**src/rtl/io_sequencer.sv**
```systemverilog
// Sequences the CPU's IN/OUT instructions: stalls the core, drives the display mux,
// and waits for a debounced confirm press before completing the instruction.
module io_sequencer #(
   parameter logic [15:0] DEBOUNCE_CYCLES = 16'd50000,
   parameter logic [31:0] OUT_HOLD_CYCLES = 32'd0
) (
   input  logic        clock,
   input  logic        reset,
   input  logic        io_req,
   input  logic [1:0]  io_op,
   input  logic        confirm_btn,
   input  logic [31:0] switches,
   output logic [1:0]  outputControl,
   output logic [31:0] in_data,
   output logic        reg_we,
   output logic        done,
   output logic        stall,
   output logic [2:0]  state
);

   typedef enum logic [2:0] {
      S_IDLE     = 3'd0,
      S_IN_WAIT  = 3'd1,
      S_OUT_SHOW = 3'd2,
      S_RELEASE  = 3'd3,
      S_DONE     = 3'd4
   } state_t;

   state_t      cur;
   logic [1:0]  sync_q;
   logic        db_level;
   logic [15:0] db_cnt;
   logic [31:0] hold_cnt;
   logic        is_in;
   logic        db_toggle;
   logic        db_next;
   logic        press;
   logic        hold_ok;
   logic        req_in;
   logic        req_out;

   assign state = cur;

   // Handshake: io_req is a level held by the control unit; it is sampled only in IDLE,
   // the core is frozen by stall until the single-cycle done pulse, and stall is low in DONE.
   assign req_in  = io_req && (io_op == 2'd1);
   assign req_out = io_req && (io_op == 2'd2);

   assign db_toggle = (sync_q[1] != db_level) &&
                      (({1'b0, db_cnt} + 17'd1) >= {1'b0, DEBOUNCE_CYCLES});
   assign db_next   = db_toggle ? ~db_level : db_level;
   assign press     = db_toggle && !db_level;
   assign hold_ok   = (hold_cnt >= OUT_HOLD_CYCLES);

   assign stall = (cur == S_IN_WAIT) || (cur == S_OUT_SHOW) || (cur == S_RELEASE) ||
                  ((cur == S_IDLE) && (req_in || req_out));

   always_ff @(posedge clock or posedge reset) begin
      if (reset) begin
         sync_q <= 2'b00;
      end else begin
         sync_q <= {sync_q[0], confirm_btn};
      end
   end

   // Any sample agreeing with the debounced level restarts the stability count.
   always_ff @(posedge clock or posedge reset) begin
      if (reset) begin
         db_level <= 1'b0;
         db_cnt   <= 16'd0;
      end else if (sync_q[1] == db_level) begin
         db_cnt <= 16'd0;
      end else if (db_toggle) begin
         db_level <= ~db_level;
         db_cnt   <= 16'd0;
      end else begin
         db_cnt <= db_cnt + 16'd1;
      end
   end

   always_ff @(posedge clock or posedge reset) begin
      if (reset) begin
         cur           <= S_IDLE;
         outputControl <= 2'd0;
         in_data       <= 32'd0;
         reg_we        <= 1'b0;
         done          <= 1'b0;
         hold_cnt      <= 32'd0;
         is_in         <= 1'b0;
      end else begin
         case (cur)
            S_IDLE: begin
               if (req_in) begin
                  cur           <= S_IN_WAIT;
                  outputControl <= 2'd1;
                  is_in         <= 1'b1;
               end else if (req_out) begin
                  cur           <= S_OUT_SHOW;
                  outputControl <= 2'd2;
                  is_in         <= 1'b0;
                  hold_cnt      <= 32'd0;
               end
            end
            S_IN_WAIT: begin
               if (press) begin
                  in_data <= switches;
                  cur     <= S_RELEASE;
               end
            end
            S_OUT_SHOW: begin
               if (!hold_ok) begin
                  hold_cnt <= hold_cnt + 32'd1;
               end
               if (press && hold_ok) begin
                  cur <= S_RELEASE;
               end
            end
            // Waiting for the button to be let go keeps one press from serving two instructions.
            S_RELEASE: begin
               if (!db_next) begin
                  cur           <= S_DONE;
                  done          <= 1'b1;
                  reg_we        <= is_in;
                  outputControl <= 2'd0;
               end
            end
            S_DONE: begin
               cur    <= S_IDLE;
               done   <= 1'b0;
               reg_we <= 1'b0;
            end
            default: begin
               cur           <= S_IDLE;
               outputControl <= 2'd0;
               done          <= 1'b0;
               reg_we        <= 1'b0;
            end
         endcase
      end
   end

endmodule

```
**config.mk**
```make
export PLATFORM = sky130hd
export DESIGN_NAME = io_sequencer
export DESIGN_NICKNAME = d
export VERILOG_FILES = /design/src/rtl/io_sequencer.sv
export SDC_FILE = /design/constraint.sdc
export NUM_CORES = 1
export LEC_CHECK = 0
export BUFFER_PORTS_ARGS = -buffer_cell sky130_fd_sc_hd__buf_2
export CAP_MARGIN = 20
export CORE_ASPECT_RATIO = 0.7
export CORE_UTILIZATION = 57
export CTS_CLUSTER_DIAMETER = 80
export DETAILED_ROUTE_END_ITERATION = 7
export GPL_ROUTABILITY_DRIVEN = 0
export PLACE_DENSITY = 0.89
export SLEW_MARGIN = 20
export SYNTH_ARGS = -nofsm -noshare
export SYNTH_HDL_FRONTEND = slang
export SYNTH_SLANG_ARGS = --single-unit
```
**constraint.sdc**
```tcl
create_clock -name clock -period 6.66 [get_ports clock]
set_input_delay 0.333 -clock clock [delete_from_list [all_inputs] [get_ports clock]]
set_output_delay 0.333 -clock clock [all_outputs]
set_load 0.005 [all_outputs]
```
# == Word-level counts from Yosys, hierarchy flattened ==
# Cells that the tools add are included.
# totals
latch_bits,0
ram_bits,0
inputBits,38
wordCells,78
output_inout_bits,40
mem_bits_ro,0
memories,0
register_bits,91
# classes
n_mul,0
n_reduce_logical,22
add_sub_neg,3
div,0
magnitude_cmp,2
bitwise,3
mux,23
shifts,0
n_eq_ne,15
# ops
cell,n
$mux W32,3
$pmux W32 S2,1
$add A32 B1 Y32 const B,1
$ge A32 B1 Y1 const B,1
$mux W16,2
$add A16 B1 Y17 const B,1
$ge A17 B16 Y1 const B,1
$add A16 B1 Y16 const B,1
$mux W3,5
$pmux W3 S4,1
$ne A2 B2 Y1 const B,5
$reduce_and A4 Y1,2
$eq A3 B2 Y1 const B,2
$logic_and A1 B1 Y1,6
$mux W2,3
$pmux W2 S3,1
$reduce_and A2 Y1,3
$reduce_or A3 Y1,2
$mux W1,5
$logic_or A1 B1 Y1,4
$pmux W1 S2,2
$reduce_bool A2 Y1,2
$eq A3 B1 Y1 const B,1
$eq A3 B3 Y1 const B,1
other kinds (10),12

# == Depth between registers and ports, before layout ==
# logic_depth
ltp_word,7
mapped_depth,11
depth_no_buf,10

# == Worst setup path after synthesis ==
# OpenSTA, ideal clock, no wires.
# synth_path
kind,register to register
from,register db_cnt[0]
to,register in_data[0]
arrival_ns,2.423
path_buffers,1
synth_period_minus_slack_ns,2.548
setup_time_ns,0.125
stages_incl_launch_ff,10
slack_ns,4.112
required_ns,6.535
cell_sequence,dfrtp_1 > ha_1 > nand4_4 > mux2_4 > o32a_1 > a311oi_4 > nor2_4 > nand4_4 > buf_12 > mux2_4
# synth_via
elab_chain_cells,5
# synth_lines
element,line,text
from (decl),32,logic [15:0] db_cnt;
from (signal assigned),77,db_cnt <= db_cnt + 16'd1;
$add A16 B1 Y17,50,"(({1'b0, db_cnt} + 17'd1) >= {1'b0, DEBOUNCE_CYCLES});"
$ge A17 B16 Y1,50,
$logic_and A1 B1 Y1,49,assign db_toggle = (sync_q[1] != db_level) &&
$logic_and A1 B1 Y1,52,assign press = db_toggle && !db_level;
$reduce_and A2 Y1 (no source line),-,
to (signal assigned),106,in_data <= switches;
to (decl),14,"output logic [31:0] in_data,"
# Every way passes these cells.
# A chain may end at the register's enable or synchronous reset.

# == Final worst setup path ==
# layout_path
from,register db_cnt[0]
to,register in_data[1]
# The elaborated chain is that of the path after synthesis.

==> metrics.md <==
| Metric | Value |
|---|---|
| Drt pass-1 iters | 4 |
| Family with the most delay on the worst path | simple AND/OR/NAND/NOR gates |
| Hold WC Path Type | input pin to flop |
| Vias per std cell | 5.518 |
| Slowest CP cell | nand4_4 |
| Post-synth cell types | 51 |
| CTS tree | built |
| Timing-limited maximum frequency | 305.7 MHz |
| First-pass GRT wire length | 10.43 mm |
| Syn. warnings | 0 |
| Buf/Inv on CP | 0 |
| Crit path max fanout | 32 |
| Final Skew | 0.01111 ns |
| Clock root cell | clkbuf_8 |
| Post-Synthesis Cell Area | 2968 um^2 |
| Post-CTS sizing | 0 |
| Data required time of the worst path | 6.89 ns |
| Share of cells above drive strength 1 | 45.17% |
| Rel. slew slack | 46.63% |
| CTS clock-pin slew for the worst setup and hold paths | 0.07 ns |
| Crit path DAT | 3.50 ns |
| Finished Core Util | 73.02% |
| Static Leakage | 0.001774 uW |
| Initial core utilization | 60.73% |
| ANT nets after route | 0 |
| Register area share after synthesis | 49.75% |
| Top FF cell, synth | dfrtp_1 |
| Crit Path Category | flop to flop |
| Min Tclk post-route | 3.271 ns |
| CP Capture Type | flop |
| Commonest non-fill, non-tap cell in the layout | buf_2 |
| Largest net degree at the start of global routing | 60 |
| Setup TNS | 0 ns |
| Most frequent cells in the layout | buf_2, dfrtp_1, mux2_4, nor2_1, nand2_1 |
| RSZ-0062 raised after global routing | false |
| Core Area | 4887 um^2 |
| Slowest cell delay on critical path | 0.64 ns |
| Max-cap violations | 0 |
| # rows | 21 |
| Diodes inserted | 0 |
| # DRC | 0 |
| Final net count | 355 |
| Clk buf depth | 2 |
| Die width | 88.25 um |
| Pwr per Cell Area | 267.8 nW/um^2 |
| Initial antenna violation count | 0 |
| EDFF count, synth | 0 |
| Period utilization | 49.11% |
| Avg Cell Area, Syn | 12.58 um^2 |
| Outcome | completed |
| Synthesized flop and latch total | 59 |
| Synthesis-to-finish area growth | 20.24% |
| Synth Net Count | 275 |
| Setup Buffers After CTS | 0 |
| Final HPWL DP | 4.570 mm |
| Total Wirelength | 6.566 mm |
| Iteration-0 DRC count of the detailed router | 115 |
| IO Port Bufs | 77 |
| Crit path cell chain | ha_1, nand2_1, or4b_1, nand4_1, a311oi_4, nor2_4, nand4_4, mux2_4 |
| Num CTS Buffers | 9 |
| Global-route usage over all layers | 25.76% |
| Pins over their slew limit | 0 |
| # IOs | 78 |
| Gate Count Post-Synth | 236 |
| Peak VDD IR | 0.2856 mV |
| CP Launch Type | flop |
| DIE HEIGHT | 62.37 um |
| Clk_lat worst skew | 0.35 ns |
| Share of flip-flops with an asynchronous set or reset | 100.0% |
| Die Area | 5504 um^2 |
| Vias | 2152 |
| Hold slack final | 0.08984 ns |
| Routed len/inst | 16.84 um |
| Clock sinks | 59 |
| Setup-failing EPs final | 0 |
| Vias in the first global route | 2119 |
| Count of final hold-check violations | 0 |
| CTS Hold Bufs | 0 |
| Remaining global-route overflow | 0 |
| H-tree depth | 3 |
| Worst Max-Slew Pin Slew | 0.7991 ns |
[metrics by stage]
step | worst slack [ns] | std cells | total power, uW | instance area [um^2]
after CTS | 3.401 | 390 | 964.5 | 3565
final | 3.389 | 390 | 955.7 | 3568
after global routing | 3.194 | 390 | 1006 | 3568
after global placement | 3.529 | 374 | 581.3 | 3341
after floorplan | 4.112 | 236 | 528.7 | 2968
after detailed placement | 3.416 | 374 | 590.8 | 3341
[power breakdown]
group | internal [uW] | switching (uW) | leakage [uW]
Clock | 214 | 157 | 0.000114
Combinational | 76.8 | 75.1 | 0.000932
Sequential | 392 | 41.7 | 0.000728
[synthesized netlist by cell type (3+ instances only)]
library cell  number  area, um^2
nor2_1            25       93.84
nand2b_1           3       18.77
o21ai_0            8       40.04
nand3_1            9       45.04
inv_1              3       11.26
buf_6              3       33.78
nand2_1           16       60.06
buf_12             3       60.06
nor2b_1            4       25.02
mux2_2             3       33.78
nor3_1             5       25.02
xnor2_1            3       26.28
mux2_4            31       465.5
dfrtp_1           59        1476
xor2_1            13       113.9
nand4_1            5       31.28
[sequential cells by signal (all words and copies together) (netlist names)]
register,cells
in_data,32
db_cnt,16
state,3
outputControl,2
sync_q,2
db_level,1
done,1
is_in,1
reg_we,1
[metal layers]
layer | global-route usage (%) | share of wire, % | routed length [um]
met4 | 7.460 | 0.38 | 25
met5 | 0 | 0 | 0
met1 | 30.85 | 42 | 2771
met3 | 12.15 | 9.4 | 614
met2 | 41.25 | 48 | 3155
[layout make-up]
class                      count  area (um^2)
clock buffer                   9        123.9
clock inverter                 7        100.1
fill                         337         1319
inverter                       4        15.01
multi-input combinational    164         1374
sequential                    59         1476
tap                           69        86.33
timing repair buffer          78        392.9
[final timing paths]
kind | from | endpoint | slack, ns | cells past startpoint
max | db_cnt[0] | in_data[1] | 3.39 | 8
min | confirm_btn | sync_q[0] | 0.09 | 1
max reg2reg | db_cnt[0] | in_data[1] | 3.39 | 8
min reg2reg | sync_q[0] | sync_q[1] | 0.36 | 0
max in group asynchronous | reset | db_cnt[8] | 5.99 | 3
min in group asynchronous | reset | in_data[16] | 0.20 | 3
[kinds of logic (layout without fill, tap and decap cells)]
family	after synthesis	count (layout)	synth area share [%]
buffers and inverters	13	98	4.089
multiplexers	36	36	17.50
AO/OA/AOI/OAI	28	28	7.926
XOR/XNOR	16	16	4.722
flip-flops	59	59	49.75
AND/OR/NAND/NOR	83	83	15.60
adder cells (fa/ha/maj)	1	1	0.4215
Note: power is estimated with default switching activity, not from simulation.
